$ cat src/rtl/mem_io_bridge_pkg.sv
// mem_io_bridge_pkg
// Shared definitions for the CPU memory/IO bridge:
//   - bus widths (byte, CPU address)
//   - I/O window base (address bits 17:16) and register offsets (address bits 2:0)
//   - region type and the address decode helper
// Ports: none (package).
package mem_io_bridge_pkg;

  localparam int BYTE_W = 8;
  localparam int ADDR_W = 32;

  localparam logic [1:0] IO_BASE  = 2'b11;
  localparam logic [2:0] IO_UART  = 3'd0;
  localparam logic [2:0] IO_CNT   = 3'd4;
  localparam logic [2:0] IO_CNT_1 = 3'd5;
  localparam logic [2:0] IO_CNT_2 = 3'd6;
  localparam logic [2:0] IO_CNT_3 = 3'd7;

  typedef enum logic {
    REG_RAM = 1'b0,
    REG_IO  = 1'b1
  } region_e;

  // Address bits 17:16 pick the region; everything outside the I/O window is RAM.
  function automatic region_e decode_region(input logic [1:0] hi_bits);
    return (hi_bits == IO_BASE) ? REG_IO : REG_RAM;
  endfunction

endpackage

$ cat src/rtl/mem_io_bridge_if.sv
// mem_io_bridge_if
// Bundles every bus the bridge touches: CPU byte bus, RAM port, UART TX/RX
// and the program-stop flag.
//   slave  modport: the bridge side (mem_io_bridge)
//   master modport: the environment side (CPU, RAM, UART)
// Parameter RAM_AW sets the width of ram_a.
interface mem_io_bridge_if
  import mem_io_bridge_pkg::*;
#(
  parameter int RAM_AW = 17
);
  // CPU byte bus
  logic              rdy_in;
  logic [ADDR_W-1:0] cpu_a;
  logic [BYTE_W-1:0] cpu_dout;
  logic              cpu_wr;
  logic [BYTE_W-1:0] cpu_din;
  logic              io_buffer_full;
  // RAM port (1-cycle synchronous RAM)
  logic [RAM_AW-1:0] ram_a;
  logic              ram_wr;
  logic [BYTE_W-1:0] ram_wdata;
  logic [BYTE_W-1:0] ram_rdata;
  // UART
  logic [BYTE_W-1:0] tx_data;
  logic              tx_valid;
  logic              tx_ready;
  logic [BYTE_W-1:0] rx_data;
  logic              rx_valid;
  logic              rx_ack;
  // status
  logic              prog_done;

  modport slave (
    input  rdy_in, cpu_a, cpu_dout, cpu_wr, ram_rdata, tx_ready, rx_data, rx_valid,
    output cpu_din, io_buffer_full, ram_a, ram_wr, ram_wdata, tx_data, tx_valid,
           rx_ack, prog_done
  );

  modport master (
    output rdy_in, cpu_a, cpu_dout, cpu_wr, ram_rdata, tx_ready, rx_data, rx_valid,
    input  cpu_din, io_buffer_full, ram_a, ram_wr, ram_wdata, tx_data, tx_valid,
           rx_ack, prog_done
  );

endinterface

$ cat src/rtl/mem_io_bridge_io_tx_fifo.sv
// mem_io_bridge_io_tx_fifo
// UART TX byte FIFO: circular buffer with naturally wrapping pointers and an
// occupancy count. near_full is registered and warns the CPU early enough to
// cover writes already in flight.
// Ports:
//   clk, rst_n              clock, asynchronous active-low reset
//   push, push_data         enqueue request and byte (dropped when full,
//                           unless a pop happens in the same cycle)
//   pop_ready, pop_data     consumer ready; head byte (valid when !empty)
//   full, empty, near_full  status; near_full = free entries <= FULL_MARGIN
// TX_DEPTH must be a power of two and at least 4.
module mem_io_bridge_io_tx_fifo #(
  parameter int TX_DEPTH    = 16,
  parameter int FULL_MARGIN = 2
) (
  input  logic       clk,
  input  logic       rst_n,
  input  logic       push,
  input  logic [7:0] push_data,
  input  logic       pop_ready,
  output logic [7:0] pop_data,
  output logic       full,
  output logic       empty,
  output logic       near_full
);

  localparam int PW = $clog2(TX_DEPTH);
  localparam int CW = PW + 1;
  localparam logic [CW-1:0] DEPTH_C  = CW'(TX_DEPTH);
  localparam logic [CW-1:0] MARGIN_C = CW'(FULL_MARGIN);

  logic [7:0]    mem [TX_DEPTH];
  logic [PW-1:0] rd_ptr_reg, wr_ptr_reg;
  logic [CW-1:0] count_reg, count_next;
  logic          near_full_reg;
  logic          pop, push_ok;

  assign full    = (count_reg == DEPTH_C);
  assign empty   = (count_reg == '0);
  assign pop     = ~empty & pop_ready;
  // A same-cycle pop frees the slot, so a push into a full FIFO is still accepted.
  assign push_ok = push & (~full | pop);

  always_comb begin
    count_next = count_reg;
    if (push_ok && !pop) begin
      count_next = count_reg + CW'(1);
    end else if (pop && !push_ok) begin
      count_next = count_reg - CW'(1);
    end
  end

  always_ff @(posedge clk or negedge rst_n) begin
    if (!rst_n) begin
      rd_ptr_reg    <= '0;
      wr_ptr_reg    <= '0;
      count_reg     <= '0;
      near_full_reg <= 1'b0;
    end else begin
      if (push_ok) wr_ptr_reg <= wr_ptr_reg + PW'(1);
      if (pop)     rd_ptr_reg <= rd_ptr_reg + PW'(1);
      count_reg     <= count_next;
      near_full_reg <= ((DEPTH_C - count_next) <= MARGIN_C);
    end
  end

  // Storage needs no reset: only entries between the pointers are ever observed.
  always_ff @(posedge clk) begin
    if (push_ok) mem[wr_ptr_reg] <= push_data;
  end

  assign pop_data  = mem[rd_ptr_reg];
  assign near_full = near_full_reg;

endmodule

$ cat src/rtl/mem_io_bridge.sv
// mem_io_bridge
// Decodes CPU byte-bus accesses to the RAM or the memory-mapped I/O window
// (address bits 17:16 == 2'b11), keeps a free-running 32-bit cycle counter,
// buffers UART TX bytes and returns read data one cycle after the address.
// I/O map (offset = address bits 2:0):
//   0 W: push byte to TX FIFO (0x00 dropped)   R: RX byte or 0, pops RX
//   4 W: set sticky prog_done                  R: counter byte 0, snapshots counter
//   5..7 R: snapshot bytes 1..3                others: read 0, writes ignored
// Ports:
//   clk_in, rst_in  clock, asynchronous active-low reset
//   bus             mem_io_bridge_if.slave (CPU bus, RAM, UART, prog_done)
// Build option: define IO_RX_EN to enable the UART RX read path; without it
// offset 0 reads return 0 and rx_ack stays low.
module mem_io_bridge
  import mem_io_bridge_pkg::*;
#(
  parameter int TX_DEPTH    = 16,
  parameter int FULL_MARGIN = 2,
  parameter int RAM_AW      = 17
) (
  input  logic            clk_in,
  input  logic            rst_in,
  mem_io_bridge_if.slave  bus
);

  region_e           region, region_reg;
  logic [2:0]        offset;
  logic              bus_rd, io_rd, io_wr, tx_push;
  logic [BYTE_W-1:0] io_rdata, io_data_reg, din_hold_reg, cpu_din;
  logic              rd_live_reg;
  logic [31:0]       cycle_cnt_reg, cnt_latch_reg;
  logic              prog_done_reg;
  logic              fifo_full, fifo_empty;
  logic              unused_bits;

  // ---------------- decode ----------------
  assign region  = decode_region(bus.cpu_a[17:16]);
  assign offset  = bus.cpu_a[2:0];
  assign bus_rd  = bus.rdy_in & ~bus.cpu_wr;
  assign io_rd   = bus_rd & (region == REG_IO);
  assign io_wr   = bus.rdy_in & bus.cpu_wr & (region == REG_IO);
  assign tx_push = io_wr & (offset == IO_UART) & (bus.cpu_dout != '0);

  assign bus.ram_a     = bus.cpu_a[RAM_AW-1:0];
  assign bus.ram_wdata = bus.cpu_dout;
  assign bus.ram_wr    = bus.rdy_in & bus.cpu_wr & (region == REG_RAM);

  // ---------------- I/O read data (address cycle) ----------------
  always_comb begin
    io_rdata = '0;
    case (offset)
      IO_UART: begin
`ifdef IO_RX_EN
        if (bus.rx_valid) io_rdata = bus.rx_data;
`endif
      end
      IO_CNT:   io_rdata = cycle_cnt_reg[7:0];
      IO_CNT_1: io_rdata = cnt_latch_reg[15:8];
      IO_CNT_2: io_rdata = cnt_latch_reg[23:16];
      IO_CNT_3: io_rdata = cnt_latch_reg[31:24];
      default:  io_rdata = '0;
    endcase
  end

  // ---------------- read pipeline, counter, status ----------------
  always_ff @(posedge clk_in or negedge rst_in) begin
    if (!rst_in) begin
      region_reg    <= REG_RAM;
      io_data_reg   <= '0;
      rd_live_reg   <= 1'b0;
      din_hold_reg  <= '0;
      cycle_cnt_reg <= '0;
      cnt_latch_reg <= '0;
      prog_done_reg <= 1'b0;
    end else begin
      cycle_cnt_reg <= cycle_cnt_reg + 32'd1;
      rd_live_reg   <= bus_rd;
      if (bus_rd) begin
        region_reg  <= region;
        io_data_reg <= io_rdata;
      end
      // Remember the last returned byte so cpu_din holds across idle/write cycles.
      if (rd_live_reg) din_hold_reg <= cpu_din;
      if (io_rd && offset == IO_CNT) cnt_latch_reg <= cycle_cnt_reg;
      if (io_wr && offset == IO_CNT) prog_done_reg <= 1'b1;
    end
  end

  // ram_rdata is only meaningful in the cycle right after a read address.
  assign cpu_din = rd_live_reg ? ((region_reg == REG_IO) ? io_data_reg : bus.ram_rdata)
                               : din_hold_reg;
  assign bus.cpu_din   = cpu_din;
  assign bus.prog_done = prog_done_reg;

  // ---------------- UART RX ----------------
`ifdef IO_RX_EN
  logic rx_ack_reg;
  always_ff @(posedge clk_in or negedge rst_in) begin
    if (!rst_in) begin
      rx_ack_reg <= 1'b0;
    end else begin
      rx_ack_reg <= io_rd & (offset == IO_UART) & bus.rx_valid;
    end
  end
  // Gate with rx_valid so an acknowledge never reaches an empty RX.
  assign bus.rx_ack = rx_ack_reg & bus.rx_valid;
  assign unused_bits = ^{bus.cpu_a[ADDR_W-1:18], fifo_full};
`else
  assign bus.rx_ack  = 1'b0;
  assign unused_bits = ^{bus.cpu_a[ADDR_W-1:18], fifo_full, bus.rx_data, bus.rx_valid};
`endif

  // ---------------- UART TX ----------------
  mem_io_bridge_io_tx_fifo #(
    .TX_DEPTH   (TX_DEPTH),
    .FULL_MARGIN(FULL_MARGIN)
  ) u_io_tx_fifo (
    .clk      (clk_in),
    .rst_n    (rst_in),
    .push     (tx_push),
    .push_data(bus.cpu_dout),
    .pop_ready(bus.tx_ready),
    .pop_data (bus.tx_data),
    .full     (fifo_full),
    .empty    (fifo_empty),
    .near_full(bus.io_buffer_full)
  );

  assign bus.tx_valid = ~fifo_empty;

endmodule

$ cat src/flat_wrapper.sv
// flat-port wrapper written by rule: the top's interface ports become plain ports
module mem_io_bridge_flat import mem_io_bridge_pkg::*;
#(
  parameter int TX_DEPTH    = 16,
  parameter int FULL_MARGIN = 2,
  parameter int RAM_AW      = 17
)
  (clk_in, rst_in, bus_rdy_in, bus_cpu_a, bus_cpu_dout, bus_cpu_wr, bus_ram_rdata, bus_tx_ready, bus_rx_data, bus_rx_valid, bus_cpu_din, bus_io_buffer_full, bus_ram_a, bus_ram_wr, bus_ram_wdata, bus_tx_data, bus_tx_valid, bus_rx_ack, bus_prog_done);
  mem_io_bridge_if #(.RAM_AW(RAM_AW)) bus_i ();
  input  logic clk_in;
  input  logic rst_in;
  input wire logic [$bits(bus_i.rdy_in)-1:0] bus_rdy_in;
  input wire logic [$bits(bus_i.cpu_a)-1:0] bus_cpu_a;
  input wire logic [$bits(bus_i.cpu_dout)-1:0] bus_cpu_dout;
  input wire logic [$bits(bus_i.cpu_wr)-1:0] bus_cpu_wr;
  input wire logic [$bits(bus_i.ram_rdata)-1:0] bus_ram_rdata;
  input wire logic [$bits(bus_i.tx_ready)-1:0] bus_tx_ready;
  input wire logic [$bits(bus_i.rx_data)-1:0] bus_rx_data;
  input wire logic [$bits(bus_i.rx_valid)-1:0] bus_rx_valid;
  output wire logic [$bits(bus_i.cpu_din)-1:0] bus_cpu_din;
  output wire logic [$bits(bus_i.io_buffer_full)-1:0] bus_io_buffer_full;
  output wire logic [$bits(bus_i.ram_a)-1:0] bus_ram_a;
  output wire logic [$bits(bus_i.ram_wr)-1:0] bus_ram_wr;
  output wire logic [$bits(bus_i.ram_wdata)-1:0] bus_ram_wdata;
  output wire logic [$bits(bus_i.tx_data)-1:0] bus_tx_data;
  output wire logic [$bits(bus_i.tx_valid)-1:0] bus_tx_valid;
  output wire logic [$bits(bus_i.rx_ack)-1:0] bus_rx_ack;
  output wire logic [$bits(bus_i.prog_done)-1:0] bus_prog_done;
  assign bus_i.rdy_in = bus_rdy_in;
  assign bus_i.cpu_a = bus_cpu_a;
  assign bus_i.cpu_dout = bus_cpu_dout;
  assign bus_i.cpu_wr = bus_cpu_wr;
  assign bus_i.ram_rdata = bus_ram_rdata;
  assign bus_i.tx_ready = bus_tx_ready;
  assign bus_i.rx_data = bus_rx_data;
  assign bus_i.rx_valid = bus_rx_valid;
  assign bus_cpu_din = bus_i.cpu_din;
  assign bus_io_buffer_full = bus_i.io_buffer_full;
  assign bus_ram_a = bus_i.ram_a;
  assign bus_ram_wr = bus_i.ram_wr;
  assign bus_ram_wdata = bus_i.ram_wdata;
  assign bus_tx_data = bus_i.tx_data;
  assign bus_tx_valid = bus_i.tx_valid;
  assign bus_rx_ack = bus_i.rx_ack;
  assign bus_prog_done = bus_i.prog_done;
  mem_io_bridge #(.TX_DEPTH(TX_DEPTH), .FULL_MARGIN(FULL_MARGIN), .RAM_AW(RAM_AW)) u_core (.clk_in(clk_in), .rst_in(rst_in), .bus(bus_i));
endmodule
$ cat config.mk
export PLATFORM = sky130hd
export DESIGN_NAME = mem_io_bridge_flat
export DESIGN_NICKNAME = d
export VERILOG_FILES = /design/src/rtl/mem_io_bridge_pkg.sv /design/src/rtl/mem_io_bridge_if.sv /design/src/rtl/mem_io_bridge_io_tx_fifo.sv /design/src/rtl/mem_io_bridge.sv /design/src/flat_wrapper.sv
export SDC_FILE = /design/constraint.sdc
export NUM_CORES = 1
export LEC_CHECK = 0
export CAP_MARGIN = 40
export CORE_AREA = 2 2 166 168
export DETAILED_ROUTE_END_ITERATION = 7
export DIE_AREA = 0 0 168 170
export REMOVE_ABC_BUFFERS = 1
export SYNTH_ARGS = -nofsm -noshare
export SYNTH_HDL_FRONTEND = slang
export SYNTH_SLANG_ARGS = --single-unit
$ cat constraint.sdc
create_clock -name clk_in -period 5.72 [get_ports clk_in]
set_clock_uncertainty 0.15 [all_clocks]
set_input_delay 1.144 -clock clk_in [delete_from_list [all_inputs] [get_ports clk_in]]
set_output_delay 1.144 -clock clk_in [all_outputs]
set_load 0.01 [all_outputs]
**Word-level counts from Yosys, hierarchy flattened**

Memories as Yosys holds them, arrays and structs flattened.
Cells that the tools add are included.

- RAM bits: 128
- Register bits after elaboration: 97
- Memories kept: 1
- Output and inout port bits: 46
- Bits of input ports: 62

Memories:

| memory | depth | width | read ports | clocked after Yosys merged registers in | wr ports | RTL line | text |
|---|---|---|---|---|---|---|---|
| u_core.u_io_tx_fifo.mem | 16 | 8 | 1 | 0 | 1 | mem_io_bridge_io_tx_fifo.sv:32 | `logic [7:0] mem [TX_DEPTH];` |

- Multiplexer cells: 8
- Bitwise logic cells: 14
- Order comparisons: 1
- Add/subtract/negate cells: 6
- Equal/unequal tests: 6
- Reduce and logical (&&, ||, !) cells: 9

Operator list:

| kind | number |
|---|---|
| 32-bit by 1-bit adder with 32-bit output (second input constant) | 1 |
| 8-bit one-hot mux with 4 select lines | 1 |
| 8-bit 2-to-1 mux | 2 |
| 3-bit == test (second input constant) | 4 |
| 5-bit 2-to-1 mux | 2 |
| 1-bit AND | 9 |
| 4-bit by 1-bit adder with 4-bit output (second input constant) | 2 |
| 8-bit nonzero test | 1 |
| 5-bit by 1-bit adder with 5-bit output (second input constant) | 1 |
| 5-bit == test (second input constant) | 1 |
| 5-bit by 2-bit <= comparator with 1-bit output (second input constant) | 1 |
| 5-bit zero test | 1 |
| 5-bit by 1-bit subtractor with 5-bit output (second input constant) | 1 |
| 5-bit subtractor (first input constant) | 1 |
| 1-bit logical AND | 4 |
| 1-bit inverter | 4 |
| 3-bit zero test | 1 |
| 1-bit 2-to-1 mux | 3 |
| 2-bit == test (second input constant) | 1 |
| 1-bit zero test | 2 |
| 1-bit OR | 1 |

**Logic depth before layout (Yosys ltp)**

- Depth after elaboration: 12
- Depth in mapped cells: 15
- Mapped depth without buffers: 14

**Modules after synthesis**

Synthesis repeated with hierarchy kept, for this count alone.

- Cells, all modules: 605
- Area, all modules: 9424.0 um^2

By module, submodules not included:

| module | area each (um^2) | cells an instance | instances |
|---|---|---|---|
| mem_io_bridge_io_tx_fifo | 5880.6 | 307 | 1 |
| mem_io_bridge | 3543.4 | 298 | 1 |

**Worst setup path after synthesis**

Ideal clock, no wire load.

- Path type: input port to flip-flop
- Start point: input bus_cpu_a[0]
- End point: memory u_core.u_io_tx_fifo.mem[7][0] (enable)
- Stages on the path: 7
- Arrival time: 3409 ps
- Setup time: 385 ps
- Required time: 5185 ps
- Setup slack: 1776 ps
- Cells stage by stage: buf_2 -> or2_4 -> or4_4 -> a311oi_2 -> clkbuf_1 -> nand2_1 -> nor3b_1

- Word-level cells in the longest chain between the ends: 6

Ends and longest elaborated chain:

| element | RTL line | text |
|---|---|---|
| start: declaration | flat_wrapper.sv:13 | `input wire logic [$bits(bus_i.cpu_a)-1:0] bus_cpu_a;` |
| 3-bit zero test | mem_io_bridge.sv:42 | `assign tx_push = io_wr & (offset == IO_UART) & (bus.cpu_dout != '0);` |
| 1-bit AND (2 in series) | mem_io_bridge.sv:42 |  |
| 1-bit AND | mem_io_bridge_io_tx_fifo.sv:42 | `assign push_ok = push & (~full \| pop);` |
| 1-bit 2-to-1 mux | mem_io_bridge_io_tx_fifo.sv:69 | `if (push_ok) mem[wr_ptr_reg] <= push_data;` |
| 1-bit 2-to-1 mux (implied by the code) | mem_io_bridge_io_tx_fifo.sv:69 |  |
| end: declaration | mem_io_bridge_io_tx_fifo.sv:32 |  |

No other way between the ends.

**Worst setup path after layout**

- Start point: input bus_cpu_a[0]
- End point: memory u_core.u_io_tx_fifo.mem[3][0] (enable)

The elaborated chain is that of the path after synthesis.

==> flow_summary.ini <==
[logic_synthesis]
netlist_instances = 595
yosysWarnings = 0
synth_top_area_share_pct = 41.37
ys_async_sr_fraction_pct = 41.01
synth_top_flop_cell = edfxtp_1
synth_edf_count = 128
yosysUniqueCellTypes = 41
ys_top_cells_by_area = edfxtp_1 41%, dfrtp_1 24%, mux4_2 12%
synth_seq_cells = 217
synth_top_area_cell = edfxtp_1
avgSynthCellArea_um2 = 15.62
ys_seq_area_share_pct = 65.34
synth_area_um2 = 9291

[timing]
hold_viol = 0
rsz0062_at_grt = false
maxSlewViolCount = 0
finalSetupViolations = 0
fin_crit_ns = 4.465
whs_ns = 0.3154
worst_slew_pin_slew_ns = 0.8012
slew_headroom_pct = 46.59
tns_ns = 0
setup_slack_ns = 1.255
period_share_pct = 78.06
fmax_ghz = 0.2240

[global_routing]
antenna_found_initial = 0
grt_pass1_vias = 5536
overflow = 0
grt_max_degree = 66
track_usage_pct = 14.30
grt_pass1_wl_um = 31480

[cts]
insertion_delay_ns = 0.51
cts_tree = built
cts-root-buf = clkbuf_16
holdBufCountCts = 0
cts_made_buffers = 25
cts_resized = 0
clock_sinks = 217
clk_pin_slew_ns = 0.06
ctsHtreeMaxLevel = 1
clockBufferDepth = 3
post_cts_buffers = 0

[finish]
largest_reg_flops = 128
post-route-util_pct = 41.02
drive_gt1_share_pct = 20.00
final_common_cell = edfxtp_1
diodes = 0
area_growth_pct = 17.67
final_cell_mix = 128 x edfxtp_1, 87 x dfrtp_1, 56 x clkdlybuf4s50_1
final_area_um2 = 10930
final_cells = 1006
fin_nets = 720

[die]
core-area_um2 = 26650
io_pins = 108
die_w_um = 168
die_area_um2 = 28560
initial_utilization_pct = 34.86
row_count = 60
die-height_um = 170

[drt]
routed_via_density = 5.088
antenna_left = 0
vias = 5119
firstDrtPassIters = 5
drc = 0
routed_wl_um = 19770
wl_per_cell_um = 19.65
drtIter0Drc = 331

[worst_setup_path]
crit_end = u_core.u_io_tx_fifo.mem[3][0]
cp_cell_sequence = clkdlybuf4s50_1 > or2_4 > or4_4 > a311oi_2 > nor3b_1 > and2_1
crit_slowest_cell = a311oi_2
critPathKind = in2reg
timing.rr.start = u_core.u_io_tx_fifo.count_reg[0]
start_kind = primary input
r2r_end = u_core.u_io_tx_fifo.near_full
arrival_ns = 4.46
ff2ff_setup_slack_ns = 2.05
crit_path_end_kind = register
reg2reg_depth = 14
critPathLaunch = bus_cpu_a[0]
worstPathRequired_ns = 5.71
slowest_delay_ns = 0.70
path_max_fanout = 11

[placement]
dpl.cell_count = 961
io_buffers = 57
pre_cts_ws_ns = 0.6780
post-dp-hpwl_um = 13040
place_congestion = 0.7790
dpl_cell_area_um2 = 10170

[status]
status = completed

[power_and_ir_drop]
powerDensity_nw_per_um2 = 391.4
vdd_drop_max_mv = 0.2045
total_power_mw = 4.279
leakagePower_nw = 4.119

[min_path]
hold_path.class = reg2reg

[flow_run]
maxCapViolations = 0
## final cells by class
| class | instances | area, um2 |
|---|---|---|
| fill | 2350 | 15720 |
| timing repair buffer | 74 | 742.0 |
| multi-input combinational | 319 | 2893 |
| sequential | 217 | 6073 |
| inverter | 11 | 41.29 |
| tap | 341 | 426.7 |
| clock inverter | 13 | 98.84 |
| clock buffer | 31 | 658.1 |
## routing by layer
| layer | global-route usage, % | up-vias | routed length, um |
|---|---|---|---|
| met5 | 0 | - | 0 |
| met4 | 3.592 | 0 | 392 |
| met2 | 24.07 | 194 | 9627 |
| met1 | 18.79 | 2591 | 8328 |
| met3 | 3.349 | 29 | 1424 |
| li1 | - | 2305 | - |
## where the power goes
| part | internal, mW | total [mW] | switching [mW] |
|---|---|---|---|
| Clock | 0.860 | 1.46 | 0.604 |
| Sequential | 1.71 | 1.82 | 0.103 |
| Combinational | 0.565 | 0.998 | 0.433 |
## worst max-delay path, delay by kind of cell
kind	cells	cell delay (ns)
simple gates	4	1.95
buf+inv	1	0.66
compound gates	1	0.70
## worst min-delay path by stage
stage | startpoint | to | slack, ns | depth (start not counted)
6_report | u_core.bus.prog_done | u_core.bus.prog_done | 0.32 | 1
5_1_grt | u_core.cycle_cnt_reg[31] | u_core.cycle_cnt_reg[31] | 0.32 | 1
4_1_cts | u_core.cycle_cnt_reg[31] | u_core.cycle_cnt_reg[31] | 0.32 | 1
3_5_place_dp | u_core.bus.prog_done | u_core.bus.prog_done | 0.30 | 1
3_3_place_gp | u_core.bus.prog_done | u_core.bus.prog_done | 0.30 | 1
2_1_floorplan | u_core.cycle_cnt_reg[31] | u_core.cycle_cnt_reg[31] | 0.29 | 1
## cell families (layout without fill, tap and decap cells)
kind of cell	Yosys count	in the layout	synth area share, %
compound gates	41	41	2.572
xor+xnor	39	39	3.757
fa+ha+maj	10	10	1.347
buf+inv	59	129	3.528
flops	217	217	65.34
mux	81	81	15.51
other cells	1	1	0.04036
simple gates	147	147	7.905
## cells in the mapped netlist, types with 2 or more instances
cell type	number
a21o_1	2
a21oi_1	20
and2_1	16
and3_1	5
and3b_1	2
and4_1	4
buf_1	6
buf_4	26
clkbuf_1	14
dfrtp_1	89
edfxtp_1	128
ha_1	10
inv_1	11
mux2_2	24
mux2i_1	9
mux4_2	48
nand2_1	49
nand2b_1	3
nand3_1	15
nand4_1	7
nor2_1	29
nor3_1	2
nor3b_1	4
nor4_1	6
o21ai_0	13
or3_1	2
xnor2_1	25
xor2_1	13
No activity file was read; power rests on OpenSTA's default activity.
